`src/rtl/md_arb_pkg.sv`:
```
// Shared definitions for the multiply/divide unit arbiter: state encoding,
// default sizing and the requester ID type.
package md_arb_pkg;

   localparam int WIDTH_DEF   = 32;
   localparam int TIMEOUT_DEF = 127;

   typedef logic req_id_t;

   typedef logic [2:0] state_t;
   localparam state_t ST_IDLE   = 3'd0;
   localparam state_t ST_CLEAR  = 3'd1;
   localparam state_t ST_SETTLE = 3'd2;
   localparam state_t ST_RUN    = 3'd3;
   localparam state_t ST_RESP   = 3'd4;

endpackage

```
`src/rtl/rr_arbiter2.sv`:
```
// Two-input round-robin arbiter; the pointer names the requester that wins a
// tie and moves to the other side whenever a grant is accepted.
module rr_arbiter2
   import md_arb_pkg::*;
(
   input  logic       clk,
   input  logic       rst_n,
   input  logic       en,
   input  logic [1:0] req,
   input  logic       accept,
   output logic [1:0] gnt,
   output req_id_t    gnt_id
);

   req_id_t ptr;

   always_comb begin
      gnt    = '0;
      gnt_id = 1'b0;
      if (en) begin
         gnt_id = (req[0] && req[1]) ? ptr : req[1];
         if (|req) gnt[gnt_id] = 1'b1;
      end
   end

   always_ff @(posedge clk or negedge rst_n) begin
      if (!rst_n)
         ptr <= 1'b0;
      else if (accept && en && |gnt)
         ptr <= ~gnt_id;
   end

endmodule

```
`src/rtl/md_unit_arbiter.sv`:
```
// Shares one iterative multiply/divide unit between two requesters: arbitrates,
// runs the unit's clear/run/ready handshake and returns the 64-bit product.
module md_unit_arbiter
   import md_arb_pkg::*;
#(
   parameter int WIDTH   = WIDTH_DEF,
   parameter int TIMEOUT = TIMEOUT_DEF
) (
   input  logic               clk,
   input  logic               Reset_n,
   input  logic               Req0_valid,
   input  logic [WIDTH-1:0]   Req0_a,
   input  logic [WIDTH-1:0]   Req0_b,
   output logic               Req0_ready,
   input  logic               Req1_valid,
   input  logic [WIDTH-1:0]   Req1_a,
   input  logic [WIDTH-1:0]   Req1_b,
   output logic               Req1_ready,
   output logic               Rsp0_valid,
   output logic [2*WIDTH-1:0] Rsp0_data,
   output logic               Rsp0_err,
   output logic               Rsp1_valid,
   output logic [2*WIDTH-1:0] Rsp1_data,
   output logic               Rsp1_err,
   output logic               Unit_Reset,
   output logic               Unit_Run,
   output logic [WIDTH-1:0]   Unit_A,
   output logic [WIDTH-1:0]   Unit_B,
   input  logic               Unit_Ready,
   input  logic [2*WIDTH-1:0] Unit_Product,
   output logic               Busy
);

   localparam int CW = $clog2(TIMEOUT + 1);

   state_t             state;
   req_id_t            owner;
   req_id_t            gnt_id;
   logic [1:0]         gnt;
   logic               accept;
   logic               ready_q;
   logic               ready_rise;
   logic [CW-1:0]      cnt;
   logic [2*WIDTH-1:0] res_data;
   logic               res_err;

   rr_arbiter2 u_arb (
      .clk    (clk),
      .rst_n  (Reset_n),
      .en     (state == ST_IDLE),
      .req    ({Req1_valid, Req0_valid}),
      .accept (accept),
      .gnt    (gnt),
      .gnt_id (gnt_id)
   );

   // Grants only exist for valid requesters, so any grant is an accept.
   assign accept     = |gnt;
   assign Req0_ready = gnt[0];
   assign Req1_ready = gnt[1];
   assign ready_rise = Unit_Ready && !ready_q;

   always_ff @(posedge clk or negedge Reset_n) begin
      if (!Reset_n) begin
         state    <= ST_IDLE;
         owner    <= 1'b0;
         Unit_A   <= '0;
         Unit_B   <= '0;
         res_data <= '0;
         res_err  <= 1'b0;
         ready_q  <= 1'b0;
         cnt      <= '0;
      end else begin
         case (state)
            ST_IDLE: begin
               if (accept) begin
                  Unit_A <= gnt_id ? Req1_a : Req0_a;
                  Unit_B <= gnt_id ? Req1_b : Req0_b;
                  owner  <= gnt_id;
                  state  <= ST_CLEAR;
               end
            end
            ST_CLEAR: state <= ST_SETTLE;
            ST_SETTLE: begin
               cnt     <= '0;
               ready_q <= 1'b0;
               state   <= ST_RUN;
            end
            ST_RUN: begin
               ready_q <= Unit_Ready;
               if (cnt != CW'(TIMEOUT)) cnt <= cnt + 1'b1;
               // A Ready that is already high without a rising edge is stale.
               if (ready_rise) begin
                  res_data <= Unit_Product;
                  res_err  <= 1'b0;
                  state    <= ST_RESP;
               end else if (cnt == CW'(TIMEOUT - 1)) begin
                  res_data <= '0;
                  res_err  <= 1'b1;
                  state    <= ST_RESP;
               end
            end
            ST_RESP: state <= ST_IDLE;
            default: state <= ST_IDLE;
         endcase
      end
   end

   assign Unit_Reset = (state == ST_CLEAR);
   assign Unit_Run   = (state == ST_RUN);
   assign Busy       = (state != ST_IDLE);

   assign Rsp0_valid = (state == ST_RESP) && !owner;
   assign Rsp1_valid = (state == ST_RESP) && owner;
   assign Rsp0_data  = Rsp0_valid ? res_data : '0;
   assign Rsp1_data  = Rsp1_valid ? res_data : '0;
   assign Rsp0_err   = Rsp0_valid && res_err;
   assign Rsp1_err   = Rsp1_valid && res_err;

endmodule

```
`config.mk`:
```
export PLATFORM = sky130hd
export DESIGN_NAME = md_unit_arbiter
export DESIGN_NICKNAME = d
export VERILOG_FILES = /design/src/rtl/md_arb_pkg.sv /design/src/rtl/rr_arbiter2.sv /design/src/rtl/md_unit_arbiter.sv
export SDC_FILE = /design/constraint.sdc
export NUM_CORES = 1
export LEC_CHECK = 0
export CAP_MARGIN = 10
export CORE_AREA = 2 2 155 157
export CTS_BUF_LIST = sky130_fd_sc_hd__clkbuf_8
export DETAILED_ROUTE_END_ITERATION = 8
export DIE_AREA = 0 0 157 159
export PLACE_DENSITY = 0.62
export SLEW_MARGIN = 20
export SYNTH_ARGS = -nofsm -noshare
export SYNTH_HDL_FRONTEND = slang
export SYNTH_SLANG_ARGS = --single-unit
```
`constraint.sdc`:
```
create_clock -name clk -period 2.3 [get_ports clk]
set_input_delay 0.69 -clock clk [delete_from_list [all_inputs] [get_ports clk]]
set_output_delay 0.69 -clock clk [all_outputs]
set_load 0.05 [all_outputs]
```
Word-level counts from Yosys, hierarchy flattened

Index checks and enable logic that the tools add are counted.

Add/sub/neg operators: 1
$mul: 0
Divide/modulo/power cells: 0
Magnitude comparators: 2
Equality and inequality tests: 9
Shift operators: 0
Mux-type cells: 21
Bitwise operators: 1
Reductions and logical operators: 21

Operator list:

| cell                  | number |
|---|---|
| $mux W64              | 4 |
| $mux W32              | 2 |
| $pmux W7 S2           | 1 |
| $pmux W3 S4           | 1 |
| $logic_and A1 B1 Y1   | 9 |
| $mux W3               | 3 |
| $reduce_and A2 Y1     | 4 |
| $add A7 B1 Y7 const B | 1 |
| $eq A7 B7 Y1 const B  | 1 |
| $mux W7               | 1 |
| $ne A7 B7 Y1 const B  | 1 |
| $eq A3 B2 Y1 const B  | 2 |
| $mux W1               | 5 |
| $mux W2               | 2 |
| $reduce_bool A2 Y1    | 2 |
| $reduce_or A2 Y1      | 2 |
| $eq A3 B1 Y1 const B  | 1 |
| $eq A3 B3 Y1 const B  | 1 |
| $logic_not A3 Y1      | 1 |
| $ne A3 B1 Y1 const B  | 1 |
| $reduce_bool A3 Y1    | 1 |
| $logic_not A1 Y1      | 2 |
| $lt A1 B2 Y1 const B  | 1 |
| $ne A2 B1 Y1 const B  | 1 |
| other kinds (5)       | 5 |

Bits in registers: 142
Latch bits: 0
RAM bits: 0
Memory bits (read-only): 0
Input port bits: 197
Memories: 0

Longest topological paths before layout

Gate-level depths: netlist of run 1.

Word-level depth: 11
Mapped depth: 8
Depth with buffers taken out: 6

By module

A second synthesis of run 1 with hierarchy kept.

Cells, all modules: 867
Area, all modules: 7793.7 um^2

Modules (own cells, without submodules):

| module          | instances | cells each | area an instance (um^2) | seq. area each (um^2) |
|---|---|---|---|---|
| md_unit_arbiter | 1         | 858        | 7727.4                  | 3528.4 |
| rr_arbiter2     | 1         | 9          | 66.3                    | 25.0 |

Least setup slack after synthesis of run 1

No wires, ideal clock.

Path type: flip-flop to output port
Start point: reg state[0]
End point: out Rsp0_data[54]
Arrival: 1.966 ns
Required time: 1.610 ns
Setup slack: -0.356 ns
Stages on the path, launching flop included: 7
Path buffers: 2
Path through: dfrtp_1 > buf_2 > nor2_1 > nand2_1 > nor2_1 > clkbuf_1 > and2_1

Word-level cells in the longest chain between the ends: 3

RTL lines:

| what                     | line                   | source |
|---|---|---|
| start: declaration       | md_unit_arbiter.sv:36  | `state_t state;` |
| start signal: assignment | md_unit_arbiter.sv:65  | `state <= ST_IDLE;` |
| start signal: assignment | md_unit_arbiter.sv:80  | `state <= ST_CLEAR;` |
| start signal: assignment | md_unit_arbiter.sv:83  | `ST_CLEAR: state <= ST_SETTLE;` |
| $eq A3 B3 Y1             | md_unit_arbiter.sv:113 | `assign Rsp0_valid = (state == ST_RESP) && !owner;` |
| $logic_and A1 B1 Y1      | md_unit_arbiter.sv:113 |  |
| named net Rsp0_valid     | md_unit_arbiter.sv:19  | `output logic Rsp0_valid,` |
| $mux W64                 | md_unit_arbiter.sv:115 | `assign Rsp0_data = Rsp0_valid ? res_data : '0;` |
| end: declaration         | md_unit_arbiter.sv:20  | `output logic [2*WIDTH-1:0] Rsp0_data,` |

The timed path passes the listed nets, and every way through them passes these cells.

Worst setup path after layout of run 1

Start point: reg state[1]
End point: out Rsp1_data[56]

Word-level cells in the longest chain between the ends: 3

RTL lines:

| what                | line                   | source |
|---|---|---|
| $eq A3 B3 Y1        | md_unit_arbiter.sv:114 | `assign Rsp1_valid = (state == ST_RESP) && owner;` |
| $logic_and A1 B1 Y1 | md_unit_arbiter.sv:114 |  |
| $mux W64            | md_unit_arbiter.sv:116 | `assign Rsp1_data = Rsp1_valid ? res_data : '0;` |
| end: declaration    | md_unit_arbiter.sv:23  | `output logic [2*WIDTH-1:0] Rsp1_data,` |

Every way passes these cells.

==> metrics.txt, run 1 <==
status complete, but fails checks; failing checks negative setup slack; final instance area between 10000 and 15000 um^2; Yosys warnings 0; number of synthesized flops with an enable pin 0; number of I/O port buffers 397; Clock Tree Buf Depth 2; First-pass DRT Iterations 7; Synth Net Count between 800 and 900; Worst-path clk slew roughly 0.090 ns; nets ~1300; initial drt markers 396; Sequential Power Share 0.333; measured slew at the worst slew-check pin 0.529 ns; Sw Ratio 0.456; drt drc 0; delay of the slowest cell on the worst path 0.39 ns; RSZ-0062 raised after global routing true; crit-path cells nor2_2 > and3_4 > buf_6 > clkbuf_16 > and2_2 > buf_12; pin count of the biggest net entering global routing 66; Sw Pwr 6130 uW; Post-synth ARST share 1.00; final WL 28.2 mm; first-pass GRT wire length 40.7 mm; WL met2 between 10 and 15 mm; mux share of post-synthesis cell area 0; Internal Power 7330 uW; Crit Path Max Fanout 8; die height 159 um; DPL Wire Length around 19 mm; post-synthesis sequential area ratio 0.533; std cell rows 56; Die ar. 25000 um^2; # setup viols final about 140; Synth Area in Compound Gates 0.195; Synth Flop Type dfrtp_1; H-tree levels 4; top-count cell post-synth dfrtp_1; initial antenna violation count 2; synth top area cells dfrtp_1 (53%), and2_1 (12%), a22o_1 (8.4%); Post-synth top cells dfrtp_1 (142), and2_1 (130), a21oi_1 (71); Via Count 6752; Slew Viols, Final 0; Final min period 2.57 ns; clk sinks 142; Syn Area/Cell 10.1 um^2; Max Cap Viol 0; Fmax 389 MHz; DR WL/cell 20.1 um; vias in the first global route 6712; power after layout 13500 uW; Worst Path Arrival ~1.9 ns; I/O Pins 398; Hold Path Class primary input to async pin; gr ovfl total 0; Synth cell types 35; Core Area 23200 um^2; post-synth top area share 0.533; Synth Area in XOR/XNOR 0; Synth Register Bits 142; Worst setup EP type output port; worst rel slew slack 0.649; Placer Congestion between 0.7 and 0.8; Placement Cell Area around 12000 um^2; wl on met1 10.4 mm; maximum vdd ir drop 0.000692 V; combinational family with the most area after synthesis simple AND/OR/NAND/NOR gates; Clock Root Buffer clkbuf_8; CTS Buf Count 17; Fin. Hold Viols 0; Vias per Instance between 4 and 5; Setup WS post-layout -0.268 ns; post-synthesis cell area 6670 um^2; Adder-Cell Fraction of Synth Area 0.00375; largest delay contributor family on the critical path simple AND/OR/NAND/NOR gates; starting density of the core 0.288; Final Cycle Share 1.12; GRT Overall Usage 0.217; Worst EP required between 1.5 and 2 ns; DR WL met3 2.50 mm; clock share of power 0.162; Skew-Pair Late Insertion Delay 0.45 ns; post-synth top area cell dfrtp_1; Critical-path top delay cell dfrtp_1; CTS tree built; cells after synthesis 662; Die Wd 157 um; Comb pwr share 0.505; final antenna-violating net count 0; Synth Area in Simple Gates 0.204; clk_skew between 0.015 and 0.02 ns; Critical Path Start Type flip-flop; Area Growth Syn to Fin 102%; max layer used met4; Leak Pwr 0.00617 uW; Pwr Density 1000 nW/um^2; critical path class flip-flop to output port; layout cells sized above 1 0.348; hold_buf cts 0; CP bufs+invs 3
per-layer routing:
metal  track usage  up-vias
met4        0.0596        0
met5             0        -
met3        0.0686       25
met2         0.379      323
li1              -     3130
met1         0.254     3274
worst paths after layout:
kind | startpoint | end | slack (ns) | cells past startpoint
setup / recovery | state[1] | Rsp1_data[56] | -0.27 | 6
setup reg to reg | state[0] | Unit_A[30] | 0.31 | 10
hold reg to reg | ready_q | ready_q | 0.49 | 2
max in group asynchronous | Reset_n | res_data[32] | 1.43 | 2
hold / removal | Reset_n | res_data[37] | 0.13 | 1
min in group clk | ready_q | ready_q | 0.49 | 2
area by class of cell:
type                    count  area, um^2
fillers                  1978        9740
repair buffers            444        5920
clock inverters            13         163
clock buffers              18         248
inverters                  36         143
flip-flops and latches    142        3550
multi-input cells         429        3020
diodes                      2        5.00
well taps                 319         399
timing repair:
action | CTS | global route
endpoints found under the setup margin | 181 | 137
resized for setup | 94 | 68
hold endpoints to repair | 0 | 0
gates cloned | 6 | 6
pin swaps | 3 | 38
setup buffers | 6 | 6
layout by cell type, fill, tap and decap left out, types with 5 or more instances in the layout:
cell type / count
clkdlybuf4s50_1: 195
buf_12: 144
dfrtp_1: 142
and2_4: 101
a21oi_1: 71
a22o_1: 64
nand2_1: 48
dlygate4sd2_1: 46
nor2_1: 41
buf_4: 39
inv_1: 34
a222oi_1: 30
and2_2: 25
clkbuf_8: 18
buf_6: 8
clkbuf_16: 6
nand3_1: 5
buf_16: 5
logic make-up after synthesis:
| group | count (synthesis) |
|---|---|
| buffers and inverters | 91 |
| AO/OA/AOI/OAI | 178 |
| AND/OR/NAND/NOR | 249 |
| adder cells (fa/ha/maj) | 2 |
| flip-flops | 142 |
registers in the layout (all words and copies together) (netlist names), 3 cells and up:
name / flops
res_data: 64
Unit_A: 32
Unit_B: 32
cnt: 7
state: 3
through the flow:
stage	hold WS [ns]	utilization	cells	setup TNS (ns)	setup slack, ns
6_report	0.134	0.580	1403	-28.19	-0.268
2_1_floorplan	0.394	-	662	-1.45	-0.0735
3_5_place_dp	0.471	0.539	1348	-3.22	-0.169
3_3_place_gp	0.454	0.539	1348	-1.42	-0.147
4_1_cts	0.121	0.568	1391	-33.39	-0.284
5_1_grt	0.119	0.580	1403	-41.46	-0.357
power by group through the flow:
stage,Combinational [uW],Sequential (uW),Clock (uW)
after global placement,6820,4410,0
final,6800,4480,2180
after detailed placement,6910,4450,0
after floorplan,2460,6180,0
after global routing,7240,4630,2350
after CTS,6770,4430,2250
Note: power is estimated with default switching activity, not from simulation.
==> run 2: changes to the inputs <==
CAP_MARGIN = default   (was 10)
==> results of run 2 <==
No change in the layout: final DEF, timing and power equal those of run 1.
==> variant 1: new RTL, settings of run 2 <==
The package constant `WIDTH_DEF` goes from 32 to 36.
--- a/src/rtl/md_arb_pkg.sv
+++ b/src/rtl/md_arb_pkg.sv
@@ -3,5 +3,5 @@
 package md_arb_pkg;
 
-   localparam int WIDTH_DEF   = 32;
+   localparam int WIDTH_DEF   = 36;
    localparam int TIMEOUT_DEF = 127;
 
Ports: changed (9 resized); port bits go from 398 to 446. The function was not compared with the original's and may differ.
==> variant 1 against run 2 <==
  * Synthesized area is 37% higher
  * The flow still finishes with violations (negative setup slack)
  * Wire length is 31% higher
  * Sequential cell count is 16 higher
  * Total power is 26% higher
  * Via count is 36% higher
  * Critical endpoint is now Req1_ready
  * Die area stayed put
  * Setup slack worse by 0.059 ns
  * Combinational power is 44% higher
  * Largest power group unchanged
  * Core utilization is 14 points higher
  * Cell area is 25% higher
  * Hold slack better by 0.041 ns
  * First-iteration DRC count is 33% higher
  * Global-route usage is 6.8 points higher
==> variant 1: results (changes against run 2) <==
Outcome: complete, but fails checks (unchanged)
Failing checks: negative setup slack (unchanged)
Gr usage total: 28.5% (was 21.7%)
Reg2Reg Depth: 6 (was 10)
Nets: 1,634 (was 1,269)
Slack of the worst reg-to-reg path: 0.01 ns (was 0.31 ns)
Antenna violations before repair: 1 (was 2)
Reg2reg start: state[0] (unchanged)
Yosys warning count: 0 (unchanged)
Lkg Pwr: 0.00771 uW (was 0.00617 uW)
Syn Nets: 1,200 (was 861)
Commonest cells in the netlist: 158 x dfrtp_1, 148 x and2_1, 108 x o21ai_0 (was 142 x dfrtp_1, 130 x and2_1, 71 x a21oi_1)
Avg Cell Area, Syn: 9.36 sq um (was 10.1 sq um)
Via density: 5.28 (was 4.81)
Maximum VDD drop: 1160 uV (was 692 uV)
Pin count of the biggest net entering global routing: 74 (was 66)
Worst Path Arrival: 1.94 ns (was 1.88 ns)
First-pass GRT wire length: 54,800 um (was 40,700 um)
Relative slew slack: 51.0% (was 64.9%)
DP Area: 15,700 sq um (was 12,500 sq um)
Vias in the first global route: 9,108 (was 6,712)
Final setup vio count: 151 (was 135)
Pint: 9030 uW (was 7330 uW)
Initial DRC count: 528 (was 396)
Cell variety after synth: 50 (was 35)
R2R Path End: Unit_B[1] (was Unit_A[30])
Drt wl/cell: 21.2 um (was 20.1 um)
Setup TNS: -39.17 ns (was -28.19 ns)
Sequential fraction of the synthesis area: 43.3% (was 53.3%)
Pre-CTS setup slack: -0.224 ns (was -0.169 ns)
Buffers on Ports: 445 (was 397)
Top cell type's share of synthesized area: 43.3% (was 53.3%)
Critical path capture point: Req1_ready (was Rsp1_data[56])
Vias post-DR: 9,210 (was 6,752)
RD Place Congestion: 0.863 (was 0.789)
Final worst slack: -0.327 ns (was -0.268 ns)
Crit path max fanout: 3 (was 8)
Dpl hpwl: 25,600 um (was 19,100 um)
Pre-antenna DRT Iters: 5 (was 7)
Biggest regs: res_data x72, Unit_A x36, Unit_B x36 (was res_data x64, Unit_A x32, Unit_B x32)
Layout Skew: 0.0133 ns (was 0.0184 ns)
Synth area leaders: dfrtp_1 43%, and2_1 10%, mux2i_1 7.8%, and3b_1 6.8%, o21ai_0 5.9% (was dfrtp_1 53%, and2_1 12%, a22o_1 8.4%, a21oi_1 5.3%, a222oi_1 4.5%)
Share of layout cells above drive strength 1: 31.6% (was 34.8%)
variant 1: changes by cell type after synthesis, sizes merged, moves of 43 or more:
| cell | before | now |
|---|---|---|
| a22o | 64 | 0 |
| mux2i | 0 | 71 |
| and3b | 0 | 71 |
| o21ai | 5 | 112 |
| inv | 36 | 79 |
| a21oi | 71 | 6 |
variant 1: per-layer routing:
| layer | up-vias | global-route usage, % | share of wire [%] | routed length (um) |
|---|---|---|---|---|
| met2 | 416 | 49.1 | 51 | 18800 |
| met3 | 59 | 7.29 | 7.3 | 2690 |
| li1 | 4314 | - | - | - |
| met4 | 0 | 10.5 | 3.4 | 1250 |
| met5 | - | 0 | 0 | 0 |
| met1 | 4421 | 34.1 | 39 | 14300 |
variant 1: worst max-delay path, cell delays in order (launching register included):
cell and delay [ns]:
dfrtp_2 0.45, buf_6 0.14, nor3_4 0.20, inv_2 0.10
or3_4 0.39, inv_4 0.08, buf_12 0.13
variant 1: final cells by class:
class	count	area, sq um
Antenna cell	1	2.50
Fill cell	1743	6430
Multi-Input combinational cell	641	4830
Tap cell	319	399
Inverter	79	302
Sequential cell	158	3960
Timing Repair Buffer	514	6840
Clock buffer	18	248
Clock inverter	13	188
variant 1: kinds of logic after synthesis:
| logic type | after synthesis | synth area share, % |
|---|---|---|
| AO/OA/AOI/OAI | 206 | 14.4 |
| adder cells (fa/ha/maj) | 2 | 0.274 |
| buffers and inverters | 178 | 8.21 |
| flip-flops | 158 | 43.3 |
| multiplexers | 71 | 7.78 |
| AND/OR/NAND/NOR | 362 | 26.0 |
variant 1: worst min-delay path by stage:
| stage | startpoint | to | slack (ns) | cells after the start |
|---|---|---|---|---|
| 6_report | Reset_n | res_data[44] | 0.17 | 1 |
| 5_1_grt | Reset_n | res_data[44] | 0.19 | 1 |
| 3_3_place_gp | Unit_A[11] | Unit_A[11] | 0.50 | 1 |
| 4_1_cts | Reset_n | res_data[44] | 0.17 | 1 |
| 3_5_place_dp | Unit_A[22] | Unit_A[22] | 0.50 | 1 |
| 2_1_floorplan | Reset_n | Unit_A[0] | 0.39 | 0 |
variant 1: power by group through the flow:
stage | logic [uW] | registers, uW | clock network [uW]
CTS | 9640 | 4850 | 2390
floorplan | 4200 | 6720 | 0
global placement | 9540 | 4870 | 0
finish | 9780 | 4910 | 2340
global route | 10400 | 5060 | 2500
detailed placement | 9690 | 4890 | 0
variant 1: timing repair:
action,4_1_cts,5_1_grt
resized for setup,119,60
endpoints found under the setup margin,199,188
setup buffers,11,7
cloned,4,8
pin swaps,7,4
==> variant 2: new RTL, flow settings as in run 2 <==
Without the edit above. Make the reset (`Reset_n` and `rst_n`) synchronous in 2 clocked blocks.
--- a/src/rtl/rr_arbiter2.sv
+++ b/src/rtl/rr_arbiter2.sv
@@ -24,5 +24,5 @@
    end
 
-   always_ff @(posedge clk or negedge rst_n) begin
+   always_ff @(posedge clk) begin
       if (!rst_n)
          ptr <= 1'b0;
--- a/src/rtl/md_unit_arbiter.sv
+++ b/src/rtl/md_unit_arbiter.sv
@@ -61,5 +61,5 @@
    assign ready_rise = Unit_Ready && !ready_q;
 
-   always_ff @(posedge clk or negedge Reset_n) begin
+   always_ff @(posedge clk) begin
       if (!Reset_n) begin
          state    <= ST_IDLE;
Function: differs if Reset_n is asserted again (counterexample within 4 cycles, from zero or initial values and one cycle with Reset_n low); with Reset_n held inactive, the same outputs for 4 cycles.
==> variant 2 against run 2 <==
  * The run still ends with negative setup slack left
  * Synthesized area is 2.5% lower
  * First-iteration DRC count is 28% lower
  * Sequential cell count unchanged
  * Die area is the same
  * Cell area shrank 2.3%
  * Wire length decreased by 4.2%
  * Synthesized cell count is 1.8% higher
  * Setup slack gained 0.097 ns
  * Core utilization fell by 1.3 points
  * Critical endpoint is now Rsp1_data[54]
  * Largest cell class unchanged
  * Highest routed layer is now met5
Power is not compared: it rests on default switching activity, and its combinational part moved more than twofold at a synthesized area within 25%.
==> variant 2: results (changes against run 2) <==
Share of layout cells above drive strength 1: 38.9% (was 34.8%)
Syn Nets: 873 (was 861)
Sequential fraction of the synthesis area: 43.7% (was 53.3%)
Async set-reset flop share out of synthesis: 0% (was 100%)
Pin count of the biggest net entering global routing: 67 (was 66)
Synth area leaders: dfxtp_1 44%, and2_1 13%, a22o_1 8.6%, a21oi_2 7.5%, a221o_1 4.6% (was dfrtp_1 53%, and2_1 12%, a22o_1 8.4%, a21oi_1 5.3%, a222oi_1 4.5%)
Dpl hpwl: 19,300 um (was 19,100 um)
Layout Skew: 0.0180 ns (was 0.0184 ns)
RD Place Congestion: 0.795 (was 0.789)
Final worst slack: -0.171 ns (was -0.268 ns)
CP max stage delay: 0.34 ns (was 0.39 ns)
Inst Count DP: 1,354 (was 1,348)
Nets: 1,274 (was 1,269)
Top FF cell, synth: dfxtp_1 (was dfrtp_1)
Worst Path Arrival: 1.78 ns (was 1.88 ns)
Post-Layout Cell Count: 1,407 (was 1,403)
Final setup vio count: 134 (was 135)
Initial DRC count: 286 (was 396)
Vias in the first global route: 6,361 (was 6,712)
First-pass GRT wire length: 38,400 um (was 40,700 um)
Critical Path Slowest Stage Cell: dfxtp_2 (was dfrtp_1)
Hold Path Class: reg2reg (was in2async)
Pre-antenna DRT Iters: 4 (was 7)
Outcome: complete, but fails checks (unchanged)
Setup TNS: -15.27 ns (was -28.19 ns)
Avg Cell Area, Syn: 9.65 sq um (was 10.1 sq um)
Drt wl/cell: 19.2 um (was 20.1 um)
Reg2reg start: state[1] (was state[0])
Relative slew slack: 62.3% (was 64.9%)
Failing checks: negative setup slack (unchanged)
Gr usage total: 20.1% (was 21.7%)
==> variant 2: cell types whose count changed after synthesis, sizes merged, moves of 4 or more <==
cell,change
a221o,+30
a222oi,-30
and3,+31
buf,-5
clkbuf,+13
dfrtp,-142
dfxtp,+142
inv,-29
nand2,-11
nand3,+4
nor2,-36
nor3b,+4
o21ai,+31
==> variant 2: metal layers <==
metal	global-route usage, %	vias up	wire length, um
li1	-	3202	-
met1	22.6	3204	10600
met2	35.3	298	13500
met3	8.03	24	2510
met4	5.00	2	368
met5	0	-	9
==> variant 2: layout make-up <==
class | instances | area, sq um
Antenna cell | 1 | 2.50
Clock buffer | 17 | 234
Clock inverter | 14 | 169
Fill cell | 1994 | 10000
Inverter | 8 | 37.5
Multi-Input combinational cell | 461 | 3510
Sequential cell | 142 | 2850
Tap cell | 319 | 399
Timing Repair Buffer | 445 | 5950
==> variant 2: worst paths after layout <==
check | slack [ns] | to
worst max-delay path | -0.17 | Rsp1_data[54]
worst min-delay path | 0.46 | Unit_A[28]
worst max register to register | 0.23 | Unit_B[2]
worst min register to register | 0.46 | Unit_A[28]
==> variant 2: metrics by stage <==
step	power, uW	worst slack [ns]	cell area, sq um
global placement	4570	-0.123	12200
global route	6930	-0.247	13100
finish	6640	-0.171	13100
detailed placement	4580	-0.153	12200
floorplan	3810	0.0385	6610
CTS	6670	-0.201	12800
==> variant 2: power groups by stage <==
stage	Combinational [uW]	Clock [uW]	Sequential, uW
floorplan	578	0	3230
global placement	1790	0	2780
detailed placement	1800	0	2780
CTS	1770	2180	2730
global route	1880	2300	2750
finish	1790	2130	2730
==> variant 2: critical path: cells and delay by family (launching register included) <==
| kind | cells | cell delay [ns] |
|---|---|---|
| buf+inv | 3 | 0.43 |
| simple gates | 3 | 0.56 |
| flops | 1 | 0.34 |
==> variant 2: what timing repair did <==
item / 4_1_cts / 5_1_grt
hold endpoints to repair: 0 / 0
setup endpoints to repair: 193 / 153
pin swaps: 16 / 28
buffers inserted: 2 / 12
gates resized for setup: 93 / 81
cloned: 3 / 4
==> variant 2: kinds of logic after synthesis <==
| logic type | synth area share (%) |
|---|---|
| and+or+nand+nor | 22.4 |
| adders and majority gates | 0.385 |
| xor gates and xnor gates | 0.269 |
| DFF | 43.7 |
| AOI/OAI and AO/OA | 26.0 |
| buffers and inverters | 7.23 |
